===== config.mk =====
export PLATFORM = sky130hd
export DESIGN_NAME = mem_instr_controller
export DESIGN_NICKNAME = d
export VERILOG_FILES = /design/src/rtl/mem_instr_controller.sv
export SDC_FILE = /design/constraint.sdc
export NUM_CORES = 1
export LEC_CHECK = 0
export ABC_AREA = 0
export BUFFER_PORTS_ARGS = -buffer_cell sky130_fd_sc_hd__buf_2
export CAP_MARGIN = 20
export CORE_ASPECT_RATIO = 0.6
export CORE_MARGIN = 10
export CORE_UTILIZATION = 25
export CTS_CLUSTER_DIAMETER = 50
export DETAILED_ROUTE_END_ITERATION = 12
export SLEW_MARGIN = 20
export SYNTH_ARGS = -nofsm -noshare
export SYNTH_HDL_FRONTEND = slang
export SYNTH_SLANG_ARGS = --single-unit

===== constraint.sdc =====
create_clock -name clock -period 5.8 [get_ports clock]
set_clock_uncertainty 0.15 [all_clocks]
set_input_delay 0.58 -clock clock [delete_from_list [all_inputs] [get_ports clock]]
set_output_delay 0.58 -clock clock [all_outputs]
set_load 0.02 [all_outputs]

===== src/rtl/mem_instr_controller.sv =====
// Hardwired control unit for the ld/ldi/st subset: sequences fetch and
// execute steps T0..T7, waits on RAM handshakes with a timeout, and counts
// completed instructions.
module mem_instr_controller #(
    parameter int unsigned COUNT_W = 16
) (
    input  logic               clock,
    input  logic               clear,
    input  logic               start,
    input  logic               stop,
    input  logic [4:0]         ir_op,
    input  logic               mem_ready,
    output logic               PCout,
    output logic               IncPC,
    output logic               MARin,
    output logic               memRead,
    output logic               memWrite,
    output logic               ramEnable,
    output logic               MDRin,
    output logic               MDRout,
    output logic               IRin,
    output logic               Gra,
    output logic               Grb,
    output logic               Rin,
    output logic               Rout,
    output logic               BAout,
    output logic               Yin,
    output logic               ADD,
    output logic               Cout,
    output logic               Zin,
    output logic               Zlowout,
    output logic               running,
    output logic               halted,
    output logic               fault,
    output logic [COUNT_W-1:0] instr_count
);

    typedef enum logic [3:0] {
        S_IDLE, S_T0, S_T1, S_T2, S_T3, S_T4, S_T5, S_T6, S_T7, S_HALT, S_FAULT
    } state_t;

    localparam logic [4:0] OP_LD   = 5'b00000;
    localparam logic [4:0] OP_LDI  = 5'b00001;
    localparam logic [4:0] OP_ST   = 5'b00010;
    localparam logic [4:0] OP_HALT = 5'b11011;

    state_t     state, next_state;
    logic       stop_pending;
    logic [3:0] wait_cnt;
    logic       is_ld, is_ldi, is_st, is_halt;
    logic       in_wait, timeout, complete;

    // Opcode decode and wait-state qualification
    always_comb begin
        is_ld   = (ir_op == OP_LD);
        is_ldi  = (ir_op == OP_LDI);
        is_st   = (ir_op == OP_ST);
        is_halt = (ir_op == OP_HALT);
        in_wait = (state == S_T1) || (state == S_T6 && is_ld) || (state == S_T7 && is_st);
        timeout = in_wait && !mem_ready && (wait_cnt == 4'd7);
    end

    // Next-state and Moore strobe decode
    always_comb begin
        next_state = state;
        complete   = 1'b0;
        PCout = 1'b0; IncPC = 1'b0; MARin = 1'b0; memRead = 1'b0; memWrite = 1'b0;
        ramEnable = 1'b0; MDRin = 1'b0; MDRout = 1'b0; IRin = 1'b0; Gra = 1'b0;
        Grb = 1'b0; Rin = 1'b0; Rout = 1'b0; BAout = 1'b0; Yin = 1'b0;
        ADD = 1'b0; Cout = 1'b0; Zin = 1'b0; Zlowout = 1'b0;
        case (state)
            S_IDLE: if (start) next_state = S_T0;
            S_T0: begin
                PCout = 1'b1; MARin = 1'b1; IncPC = 1'b1;
                next_state = S_T1;
            end
            S_T1: begin
                memRead = 1'b1; ramEnable = 1'b1; MDRin = 1'b1;
                if (mem_ready)    next_state = S_T2;
                else if (timeout) next_state = S_FAULT;
            end
            S_T2: begin
                MDRout = 1'b1; IRin = 1'b1;
                next_state = S_T3;
            end
            S_T3: begin
                if (is_ld || is_ldi || is_st) begin
                    Grb = 1'b1; BAout = 1'b1; Yin = 1'b1;
                    next_state = S_T4;
                end else if (is_halt) begin
                    next_state = S_HALT;
                end else begin
                    next_state = S_FAULT;
                end
            end
            S_T4: begin
                Cout = 1'b1; ADD = 1'b1; Zin = 1'b1;
                next_state = S_T5;
            end
            S_T5: begin
                if (is_ldi) begin
                    Zlowout = 1'b1; Gra = 1'b1; Rin = 1'b1;
                    complete = 1'b1;
                end else if (is_ld || is_st) begin
                    Zlowout = 1'b1; MARin = 1'b1;
                    next_state = S_T6;
                end else begin
                    next_state = S_FAULT;
                end
            end
            S_T6: begin
                if (is_ld) begin
                    memRead = 1'b1; ramEnable = 1'b1; MDRin = 1'b1;
                    if (mem_ready)    next_state = S_T7;
                    else if (timeout) next_state = S_FAULT;
                end else if (is_st) begin
                    Gra = 1'b1; Rout = 1'b1; MDRin = 1'b1;
                    next_state = S_T7;
                end else begin
                    next_state = S_FAULT;
                end
            end
            S_T7: begin
                if (is_ld) begin
                    MDRout = 1'b1; Gra = 1'b1; Rin = 1'b1;
                    complete = 1'b1;
                end else if (is_st) begin
                    memWrite = 1'b1; ramEnable = 1'b1;
                    if (mem_ready)    complete = 1'b1;
                    else if (timeout) next_state = S_FAULT;
                end else begin
                    next_state = S_FAULT;
                end
            end
            S_HALT:  next_state = S_HALT;
            S_FAULT: next_state = S_FAULT;
            default: next_state = S_FAULT;
        endcase
        // A stop seen on the completing edge counts the same as a latched one
        if (complete) next_state = (stop_pending || stop) ? S_IDLE : S_T0;
    end

    // Status flags
    always_comb begin
        running = !(state == S_IDLE || state == S_HALT || state == S_FAULT);
        halted  = (state == S_HALT);
        fault   = (state == S_FAULT);
    end

    // State register
    always_ff @(posedge clock) begin
        if (clear) state <= S_IDLE;
        else       state <= next_state;
    end

    // Stop request latch, dropped on every entry into IDLE
    always_ff @(posedge clock) begin
        if (clear)                          stop_pending <= 1'b0;
        else if (next_state == S_IDLE)      stop_pending <= 1'b0;
        else if (state != S_IDLE && stop)   stop_pending <= 1'b1;
    end

    // Memory wait counter; held at zero outside wait states so every entry starts fresh
    always_ff @(posedge clock) begin
        if (clear)           wait_cnt <= '0;
        else if (!in_wait)   wait_cnt <= '0;
        else if (!mem_ready) wait_cnt <= wait_cnt + 4'd1;
    end

    // Completed-instruction counter, wraps naturally
    always_ff @(posedge clock) begin
        if (clear)         instr_count <= '0;
        else if (complete) instr_count <= instr_count + COUNT_W'(1);
    end

endmodule


-- Word level (Yosys, flattened, before mapping)
Cells that the tools add are included.
- word-level logic and storage cells: 85
- input port bits: 10
- output and inout port bits: 38
- flip-flop bits (word level): 25
- $add $sub $neg: 2
- muxes and demuxes: 43
- reductions and logical operators: 21
- bitwise logic cells: 1
- eq/ne operators: 14
- operators with widths (operator ; number):
    $mux 4 ; 12
    $pmux 4 s10 ; 1
    $eq 4x3->1 const B ; 5
    $mux 1 ; 20
    $add 16x1->16 const B ; 1
    $eq 4x4->1 const B ; 3
    $pmux 1 s2 ; 6
    $eq 4x2->1 const B ; 2
    $logic_not 4->1 ; 2
    $logic_or 1x1->1 ; 8
    $pmux 1 s3 ; 2
    $eq 5x1->1 const B ; 1
    $eq 5x2->1 const B ; 1
    $eq 5x5->1 const B ; 1
    $logic_and 1x1->1 ; 5
    $logic_not 5->1 ; 1
    $add 4x1->4 const B ; 1
    $eq 4x1->1 const B ; 1
    $mux 2 ; 2
    $reduce_bool 4->1 ; 1
    $reduce_or 2->1 ; 2
    $logic_not 1->1 ; 2
    $not 1->1 ; 1

-- Depth between registers and ports, before layout
Gate-level depths: netlist (run 1).
- depth in word-level cells: 14
- mapped depth: 9
- depth with buffers taken out: 7

-- Least setup slack after synthesis (run 1)
OpenSTA, ideal clock, no wires.
- path kind: input to output
- start: input ir_op[4]
- end: output Grb
- path buffers: 1
- arrival time: 2.174 ns
- stages: 4
- data required time: 5.070 ns
- slack: 2.896 ns
- cell sequence: nor3_1 > nand2_1 > nor4_1 > buf_4
- word-level cells in the longest chain between the ends: 5
- elaborated cells on any way between the ends: 7
- classes of those cells: eq/ne (2); mux (2); reduce/logical (3)
- RTL lines (item ; RTL line ; text):
    start: declaration ; 11 ; input logic [4:0] ir_op,
    $eq 5x1->1 / $logic_not 5->1 (equally long branches) ; 56, 55 ;
    $logic_or 1x1->1 ; 87 ; if (is_ld || is_ldi || is_st) begin
    $logic_or 1x1->1 * ; 87 ;
    $mux 1 * (2 in a row) ; - ;
    end: declaration ; 23 ; output logic Grb,
Every way passes the cells marked *; elsewhere a longest branch is shown, timed or not.

-- Worst setup path in the final report (run 1)
- start: register state[3]
- end: output ramEnable
- word-level cells in the longest chain between the ends: 2
- elaborated cells on any way between the ends: 4
- classes of those cells: eq/ne (3); mux (1)
- RTL lines (item ; RTL line ; text):
    start: declaration ; 47 ; state_t state, next_state;
    start signal: assignment ; 153 ; else state <= next_state;
    $eq 4x4->1 (tied with other cells) ; 71 ; case (state)
    $pmux 1 s3 * ; 71 ;
    end: declaration ; 18 ; output logic ramEnable,
Marks and branches as above.

==> run_results.csv, run 1 <==
group,metric,value,unit
status,status,"completed",
global_routing,grt_pass1_wl,7.25,mm
sta,fin_crit_sh,0.503,
finish,nets,252,
finish,fin_area,1910,um2
clock_network,cts-root-buf,"clkbuf_8",
global_routing,grt_pass1_vias,1386,
routing,drt-vias-per-instance,4.81,
finish,drive_gt1_frac,0.251,
floorplan,dieArea,10200,um2
global_routing,grt_max_degree,23,
finish,synthToLayoutAreaGrowth,18.4,%
sta,finalCriticalPeriod,2.92,ns
floorplan,fp-row-count,22,
power_and_ir_drop,p_comb_frac,0.203,
run,maxCapViolCount,0,
global_routing,grt_antenna_before_repair,0,
synthesis,synthArstFlopShare,0,
synthesis,netlist_instances,206,
clock_network,numClockSinks,25,
setup_path,crit_chain,"or4b_1, mux2i_1, a21o_1, buf_2",
clock_network,clkTransAtPathRegs,0.10,ns
global_routing,grt_use_total,0.0872,
worst_hold_path,hp-class,"register to register",
clock_network,cts.hold.buffers_added,0,
finish,diodes,0,
finish,post-route-util,0.308,
setup_path,cp_slowest_cell,"dfxtp_1",
sta,rsz0062_at_grt,"false",
sta,worstMarginPinSlew,0.687,ns
clock_network,cts_tree,"built",
synthesis,synth_area_leaders,"dfxtp_1 (31%), nor2_1 (6.0%), xor2_1 (6.0%)",
synthesis,synth_seq_area_share,0.310,
place,placedCellCount,319,
setup_path,cp.arrival,2.19,ns
routing,drt-initial-drc-count,95,
setup_path,critPathRequiredTime,5.07,ns
synthesis,synth_seq_cells,25,
setup_path,critPathLaunchType,"register",
synthesis,synth_top_area_frac,0.310,
synthesis,synth_area,1610,um2
power_and_ir_drop,p_seq_frac,0.507,
floorplan,initial_core_util,0.261,
power_and_ir_drop,power.density,193,nW/um2
setup_path,crit_type,"register to output pin",
clock_network,clockBufferDepth,2,
setup_path,worstPathMaxFanout,18,
sta,max_freq,0.343,GHz
clock_network,cts_setup_buffers,0,
floorplan,pin_count,48,
routing,vias,1553,
power_and_ir_drop,p_leak,0.802,nW
power_and_ir_drop,vdd_drop_max,0.0000960,V
routing,drc,0,
power_and_ir_drop,switching_power,0.000115,W
sta,finalSetupViolCount,0,
clock_network,cts_htree_levels,1,
clock_network,cts_buffers,3,
clock_network,cts_resized,0,
synthesis,syn_nets,218,
power_and_ir_drop,clkPwrFrac,0.289,
setup_path,reg2reg_slack,3.02,ns
sta,fin_tns_setup,0,ns
power_and_ir_drop,power,0.000369,W
floorplan,chipWidth,124,um
synthesis,yosysTopAreaCell,"dfxtp_1",
sta,slew_headroom,0.539,
routing,totalWireLength,4.47,mm
place,port_buffers,47,
power_and_ir_drop,p_int,0.000253,W
clock_network,clk_latency,0.27,ns
routing,post_drt_wl_per_cell,13.8,um
finish,finalNonFillerCells,323,
synthesis,avgSynthCellArea,7.84,um2
place,dpl.hpwl,3.52,mm
routing,ant_nets,0,
synthesis,synth_edf_count,0,
place,place_area,1860,um2
sta,slew_viol_final,0,
setup_path,endpoint_kind,"output pin",
setup_path,critical_path.max_stage_delay,0.67,ns
floorplan,coreArea,6190,um2
floorplan,dieHeight,82.2,um
place,gp_congestion,0.795,
synthesis,yosys_warnings,0,
routing,first_pass_iters,4,
global_routing,grt_overflow,0,
synthesis,synth_top_flop_cell,"dfxtp_1",
sta,hold_viol_final,0,
synthesis,synth_cell_types,46,
power_and_ir_drop,switching_share,0.313,
flip-flops by register name (all words and copies together) (netlist names):
name and flops:
instr_count 16, state 4, wait_cnt 4, stop_pending 1
cell usage in the layout, fill, tap and decap left out, drive strengths merged, types with 2 or more instances in the layout:
master  instances
nand4b          2
nand4           7
nor2           26
ha              2
a211oi          4
a21oi          14
nand2          11
nand3           7
nor4            3
and2            2
nor2b           3
or2             3
and3            2
xor2           11
or3             6
xnor2           2
inv             6
buf            47
a21o            2
clkbuf          3
dfxtp          25
nand2b          8
nor3            9
o21ai           9
or4b            2
mux2i           5
nand3b          2
per-stage QoR:
| stage | setup slack, ns | hold slack (ns) |
|---|---|---|
| after floorplan | 2.90 | 0.335 |
| after global placement | 2.99 | 0.325 |
| after detailed placement | 2.93 | 0.326 |
| after CTS | 2.87 | 0.340 |
| after global routing | 2.66 | 0.365 |
| final | 2.88 | 0.342 |
routing by layer:
metal | vias to the layer above | global-route usage | part of all wire | routed length (um)
li1 | 800 | - | - | -
met1 | 704 | 0.134 | 0.52 | 2340
met2 | 47 | 0.113 | 0.38 | 1720
met3 | 2 | 0.0325 | 0.090 | 403
met4 | 0 | 0.00694 | 0.0029 | 13
met5 | - | 0 | 0 | 0
worst paths after layout:
path | start | end | depth (start not counted)
worst min-delay path | instr_count[15] | instr_count[15] | 2
worst max-delay path | state[3] | ramEnable | 4
worst min register to register | instr_count[15] | instr_count[15] | 2
worst max register to register | state[3] | instr_count[13] | 6
power by group through the flow:
stage	combinational, W	clock, W	sequential [W]
after global placement	0.0000753	0	0.000190
after detailed placement	0.0000749	0	0.000191
final	0.0000749	0.000107	0.000187
after floorplan	0.0000611	0	0.000183
after global routing	0.0000832	0.000119	0.000189
after CTS	0.0000753	0.000112	0.000187
area by class of cell:
| class | count | area, um2 |
|---|---|---|
| repair buffers | 47 | 235 |
| flip-flops and latches | 25 | 500 |
| fillers | 677 | 4280 |
| clock buffers | 3 | 41.3 |
| well taps | 84 | 105 |
| clock inverters | 1 | 7.51 |
| multi-input cells | 157 | 998 |
| inverters | 6 | 22.5 |
Yosys cell counts, types with 7 or more instances:
library cell and count:
a21oi_1 14, xor2_1 11, nor2_1 26, nand4_1 7, nand2b_1 8, nand2_1 11, dfxtp_1 25, nor3_1 9
clkbuf_1 10, o21ai_0 9
cell families after synthesis:
logic type / Yosys count / share of synthesized area
compound gates: 39 / 0.163
xor+xnor: 13 / 0.0705
fa+ha+maj: 2 / 0.0155
buf+inv: 24 / 0.0713
flops: 25 / 0.310
mux: 6 / 0.0380
simple gates: 97 / 0.332
critical path, delay by kind of cell, from the launching register on:
family	cells	cell delay [ns]
DFF	1	0.67
and+or+nand+nor	1	0.64
muxes	1	0.25
AOI/OAI and AO/OA	1	0.19
buffers and inverters	1	0.18
(Power assumes the default switching activity.)
==> run 2: changes to the inputs <==
--- a/config.mk
+++ b/config.mk
@@ -5,7 +5,7 @@
 export SDC_FILE = /design/constraint.sdc
 export NUM_CORES = 1
 export LEC_CHECK = 0
-export ABC_AREA = 0
+export ABC_AREA = 1
 export BUFFER_PORTS_ARGS = -buffer_cell sky130_fd_sc_hd__buf_2
 export CAP_MARGIN = 20
 export CORE_ASPECT_RATIO = 0.6
==> constraint.sdc (replaced) <==
create_clock -name clock -period 2.65 [get_ports clock]
set_clock_uncertainty 0.15 [all_clocks]
set_input_delay 0.265 -clock clock [delete_from_list [all_inputs] [get_ports clock]]
set_output_delay 0.265 -clock clock [all_outputs]
set_load 0.02 [all_outputs]
==> run_results.csv, run 2 <==
group,metric,value,unit
status,status,"completed",
floorplan,dieHeight,84.2,um
floorplan,dieArea,10700,um2
setup_path,cp.arrival,1.61,ns
global_routing,met3_usage,0.0326,
clock_network,clockBufferDepth,2,
finish,diodes,0,
finish,multi_input_area,1010,um2
synthesis,synth_edf_count,0,
routing,post_drt_wl_per_cell,12.2,um
clock_network,cts_htree_levels,1,
synthesis,synth_top_area_frac,0.291,
sta,fin_crit_sh,0.764,
global_routing,met2_usage,0.119,
finish,drive_gt1_frac,0.276,
routing,drt-initial-drc-count,138,
sta,worstMarginPinSlew,0.401,ns
floorplan,fp-row-count,23,
sta,fin_tns_setup,0,ns
synthesis,synth_area,1720,um2
power_and_ir_drop,power.density,458,nW/um2
power_and_ir_drop,p_seq_frac,0.416,
sta,slew_headroom,0.732,
setup_path,reg2reg_depth,10,
finish,most-common-layout-cells,"nand2_1 (60), buf_2 (47), inv_1 (37)",
global_routing,grt_overflow,0,
global_routing,busiest_layer,"met1",
sta,slew_viol_final,0,
sta,worst_slack,0.625,ns
global_routing,grt_pass1_wl,8.17,mm
floorplan,pin_count,48,
synthesis,synth_top_flop_cell,"dfxtp_1",
synthesis,synth_area_leaders,"dfxtp_1 (29%), nand2_1 (13%), inv_1 (8.1%)",
global_routing,use_met1,0.135,
routing,drc,0,
synthesis,synth_top_family_by_area,"simple AND/OR/NAND/NOR gates",
power_and_ir_drop,p_comb_frac,0.220,
clock_network,cts-root-buf,"clkbuf_16",
synthesis,synth.most_common_cell,"nand2_1",
synthesis,synth-xor-area-share,0.00509,
clock_network,cts_tree,"built",
finish,ff_latch_area,500,um2
global_routing,grt_use_total,0.0913,
sta,finalSetupViolCount,0,
power_and_ir_drop,switching_share,0.317,
global_routing,grt_max_degree,15,
setup_path,endpoint_kind,"output pin",
synthesis,synth_simple_gate_area_frac,0.454,
sta,finalCriticalPeriod,2.03,ns
worst_hold_path,hp-class,"input pin to register",
clock_network,cts.hold.buffers_added,0,
finish,final_common_cell,"nand2_1",
synthesis,netlist_instances,264,
setup_path,crit_type,"register to output pin",
floorplan,chipWidth,127,um
finish,fill_cells,758,
floorplan,coreArea,6680,um2
power_and_ir_drop,vdd_drop_max,0.000172,V
setup_path,endpoint,"MDRin",
global_routing,grt_antenna_before_repair,0,
synthesis,syn_nets,276,
power_and_ir_drop,p_int,0.000656,W
setup_path,worstReg2RegEnd,"instr_count[15]",
finish,largestRegisters,"instr_count: 16 flops, state: 4 flops, wait_cnt: 4 flops",
setup_path,critPathRequiredTime,2.24,ns
clock_network,cts_buffers,3,
setup_path,worstPathMaxFanout,6,
finish,synthToLayoutAreaGrowth,22.0,%
synthesis,yosys.area_share.adder,0.0146,
clock_network,clkTransAtPathRegs,0.07,ns
setup_path,regToRegStartpoint,"state[0]",
sta,rsz0062_at_grt,"false",
clock_network,cts_setup_buffers,0,
clock_network,numClockSinks,25,
place,dpl.hpwl,4.03,mm
routing,vias,1746,
synthesis,synth_cell_types,31,
synthesis,synthArstFlopShare,0,
synthesis,synth.area.mux_share,0,
power_and_ir_drop,switching_power,0.000304,W
finish,nets,321,
routing,totalWireLength,4.83,mm
run,maxCapViolCount,0,
clock_network,clk_latency,0.26,ns
global_routing,grt_pass1_vias,1629,
sta,max_freq,0.494,GHz
setup_path,cp-startpoint,"state[0]",
synthesis,synth_seq_cells,25,
place,port_buffers,47,
routing,ant_nets,0,
place,dp_slack,0.663,ns
synthesis,synth_seq_area_share,0.291,
finish,regMostFlops,"instr_count",
setup_path,reg2reg_slack,0.68,ns
synthesis,avgSynthCellArea,6.51,um2
floorplan,initial_core_util,0.257,
synthesis,yosys_warnings,0,
finish,largest_reg_flops,16,
setup_path,critPathLaunchType,"register",
sta,hold_viol_final,0,
synthesis,synth_compound_area_frac,0.112,
synthesis,synth_common_cells,"nand2_1 (60), inv_1 (37), nor2_1 (33)",
routing,first_pass_iters,4,
power_and_ir_drop,p_leak,1.06,nW
power_and_ir_drop,clkPwrFrac,0.364,
clock_network,cts_resized,0,
synthesis,yosysTopAreaCell,"dfxtp_1",
routing,drt-vias-per-instance,4.42,
place,gp_congestion,0.893,
## run 2: worst max-delay path: stages, from the launching register on
cell and delay [ns]:
dfxtp_1 0.46, nand2_1 0.13, nor2_1 0.23, inv_1 0.15, o21ai_0 0.18, buf_2 0.19
## run 2: how the worst min path moves through the flow
| stage | from | to | slack (ns) | cells after the start |
|---|---|---|---|---|
| final | clear | state[2] | 0.18 | 2 |
| after global routing | clear | state[2] | 0.20 | 2 |
| after CTS | clear | state[2] | 0.19 | 2 |
| after detailed placement | instr_count[15] | instr_count[15] | 0.31 | 2 |
| after global placement | instr_count[15] | instr_count[15] | 0.30 | 2 |
| after floorplan | mem_ready | wait_cnt[0] | 0.26 | 2 |
## run 2: cell families after synthesis
group | after synthesis
AO/OA/AOI/OAI | 37
XOR/XNOR | 1
adder cells (fa/ha/maj) | 2
buffers and inverters | 51
flip-flops | 25
AND/OR/NAND/NOR | 148
## run 2: per-stage QoR
stage                     utilization  power (W)  instance area, um2  cells  hold slack (ns)
final                           0.314   0.000960                2100    395            0.184
after global routing            0.314    0.00101                2100    395            0.199
after CTS                       0.314   0.000965                2100    395            0.188
after detailed placement        0.302   0.000620                2020    391            0.312
after global placement          0.302   0.000620                2020    391            0.304
after floorplan                     -   0.000555                1720    264            0.255
## run 2: area by class of cell
| cell class | instances | share of cell area |
|---|---|---|
| Clock buffer | 3 | 0.0358 |
| Clock inverter | 1 | 0.00239 |
| Inverter | 44 | 0.0788 |
| Multi-Input combinational cell | 188 | 0.480 |
| Sequential cell | 25 | 0.239 |
| Tap cell | 87 | 0.0519 |
| Timing Repair Buffer | 47 | 0.112 |
## run 2: layer usage
| layer | up-vias | part of all wire |
|---|---|---|
| met5 | - | 0 |
| li1 | 924 | - |
| met2 | 59 | 0.37 |
| met4 | 0 | 0.0079 |
| met3 | 4 | 0.094 |
| met1 | 759 | 0.53 |
## run 2: power by group through the flow
| stage | sequential [W] | combinational (W) | clock (W) |
|---|---|---|---|
| after detailed placement | 0.000408 | 0.000212 | 0 |
| final | 0.000399 | 0.000212 | 0.000349 |
| after global routing | 0.000401 | 0.000237 | 0.000371 |
| after CTS | 0.000399 | 0.000213 | 0.000354 |
| after floorplan | 0.000404 | 0.000150 | 0 |
| after global placement | 0.000408 | 0.000212 | 0 |
==> run 3: changes to the inputs <==
==> constraint.sdc (replaced) <==
create_clock -name clock -period 2.1 [get_ports clock]
set_clock_uncertainty 0.15 [all_clocks]
set_input_delay 0.21 -clock clock [delete_from_list [all_inputs] [get_ports clock]]
set_output_delay 0.21 -clock clock [all_outputs]
set_load 0.02 [all_outputs]
==> run_results.csv, run 3 (synthesis gave the netlist of run 2 again) <==
group,metric,value,unit
status,status,"completed",
floorplan,fp-row-count,23,
finish,largestRegisters,"instr_count: 16 flops, state: 4 flops, wait_cnt: 4 flops",
routing,drc,0,
power_and_ir_drop,power.density,570,nW/um2
routing,drt-vias-per-instance,4.36,
power_and_ir_drop,p_seq_frac,0.421,
worst_hold_path,hold_start,"mem_ready",
setup_path,endpoint_kind,"register",
setup_path,critPathLaunchType,"register",
sta,slew_viol_final,0,
clock_network,cts_htree_levels,1,
clock_network,cts_tree,"built",
setup_path,reg2reg_depth,13,
routing,ant_nets,0,
clock_network,clkTransAtPathRegs,0.06,ns
sta,fin_crit_sh,0.923,
clock_network,numClockSinks,25,
sta,max_freq,0.516,GHz
finish,largest_reg_flops,16,
setup_path,cp.arrival,1.94,ns
sta,slew_headroom,0.723,
floorplan,dieHeight,84.2,um
global_routing,grt_use_total,0.0881,
sta,finalSetupViolCount,0,
place,place_area,2020,um2
setup_path,reg2reg_slack,0.16,ns
setup_path,critPathRequiredTime,2.10,ns
finish,most-common-layout-cells,"nand2_1 (60), buf_2 (47), inv_1 (37)",
global_routing,grt_max_degree,14,
floorplan,pin_count,48,
routing,vias,1726,
routing,post_drt_wl_per_cell,12.0,um
worst_hold_path,min_path_cells,3,
finish,drive_gt1_frac,0.285,
routing,totalWireLength,4.76,mm
power_and_ir_drop,p_leak,1.06,nW
sta,finalCriticalPeriod,1.94,ns
place,gp_congestion,0.911,
finish,final_common_cell,"nand2_1",
finish,nets,322,
global_routing,grt_pass1_vias,1567,
power_and_ir_drop,switching_power,0.000365,W
sta,rsz0062_at_grt,"false",
clock_network,clockBufferDepth,2,
run,maxCapViolCount,0,
routing,first_pass_iters,4,
clock_network,clk_latency,0.26,ns
power_and_ir_drop,p_comb_frac,0.227,
setup_path,worstReg2RegEnd,"instr_count[14]",
power_and_ir_drop,switching_share,0.304,
setup_path,regToRegStartpoint,"state[1]",
clock_network,cts_buffers,3,
power_and_ir_drop,power,0.00120,W
floorplan,chipWidth,127,um
finish,synthToLayoutAreaGrowth,22.6,%
finish,diodes,0,
place,port_buffers,47,
global_routing,grt_antenna_before_repair,0,
setup_path,crit_type,"register to register",
place,dpl.hpwl,3.97,mm
floorplan,coreArea,6680,um2
setup_path,worstPathMaxFanout,10,
sta,hold_viol_final,0,
worst_hold_path,hp-class,"input pin to register",
finish,fin_area,2110,um2
sta,worstMarginPinSlew,0.415,ns
floorplan,dieArea,10700,um2
clock_network,cts-root-buf,"clkbuf_16",
global_routing,grt_pass1_wl,7.94,mm
sta,fin_tns_setup,0,ns
clock_network,cts.hold.buffers_added,0,
finish,regMostFlops,"instr_count",
global_routing,grt_overflow,0,
routing,drt-initial-drc-count,139,
power_and_ir_drop,clkPwrFrac,0.352,
worst_hold_path,hold_end,"wait_cnt[0]",
floorplan,initial_core_util,0.257,
clock_network,cts_setup_buffers,0,
power_and_ir_drop,vdd_drop_max,0.000243,V
power_and_ir_drop,p_int,0.000836,W
run 3: how the worst max path moves through the flow:
stage / start / endpoint
floorplan: state[1] / instr_count[14]
global placement: ir_op[4] / stop_pending
detailed placement: state[1] / instr_count[14]
CTS: state[0] / instr_count[14]
global route: state[1] / stop_pending
finish: state[1] / instr_count[14]
run 3: metrics by stage:
step / utilization / setup slack (ns) / hold slack [ns] / cells
after floorplan: - / 0.285 / 0.200 / 264
after global placement: 0.303 / 0.171 / 0.303 / 392
after detailed placement: 0.303 / 0.199 / 0.315 / 392
after CTS: 0.315 / 0.185 / 0.134 / 396
after global routing: 0.316 / 0.0156 / 0.159 / 396
final: 0.316 / 0.161 / 0.134 / 396
run 3: per-layer routing:
| layer | track usage | vias up | routed length, um |
|---|---|---|---|
| met3 | 0.0345 | 4 | 405 |
| met5 | 0 | - | 0 |
| met1 | 0.128 | 747 | 2520 |
| met2 | 0.116 | 43 | 1800 |
| met4 | 0.0185 | 0 | 34 |
| li1 | - | 932 | - |
run 3: layout make-up:
cell class	count	area [um2]
inverter	44	165
fill	750	4570
tap	87	109
timing repair buffer	48	243
sequential	25	504
clock buffer	4	78.8
multi-input combinational	188	1010
run 3: power by group through the flow:
stage               combinational, W  clock [W]  sequential (W)
floorplan                   0.000190          0        0.000510
global placement            0.000274          0        0.000513
detailed placement          0.000272          0        0.000514
CTS                         0.000273   0.000435        0.000503
global route                0.000310   0.000455        0.000506
finish                      0.000273   0.000423        0.000505
run 3: worst max-delay path, stage by stage (launching register included):
cell,delay (ns)
dfxtp_1,0.42
inv_2,0.08
nor2_2,0.15
nand2_2,0.11
nor2_4,0.14
nor2_4,0.07
nand2_8,0.10
nand3_2,0.10
nor2_4,0.12
nand3b_2,0.10
nor2_1,0.11
nand2_1,0.06
nand2_1,0.05
nor2_1,0.04
run 3: repair_timing:
| action | CTS | global route |
|---|---|---|
| setup endpoints to repair | 0 | 1 |
| resized for setup | 0 | 3 |
| endpoints found under the hold margin | 0 | 0 |
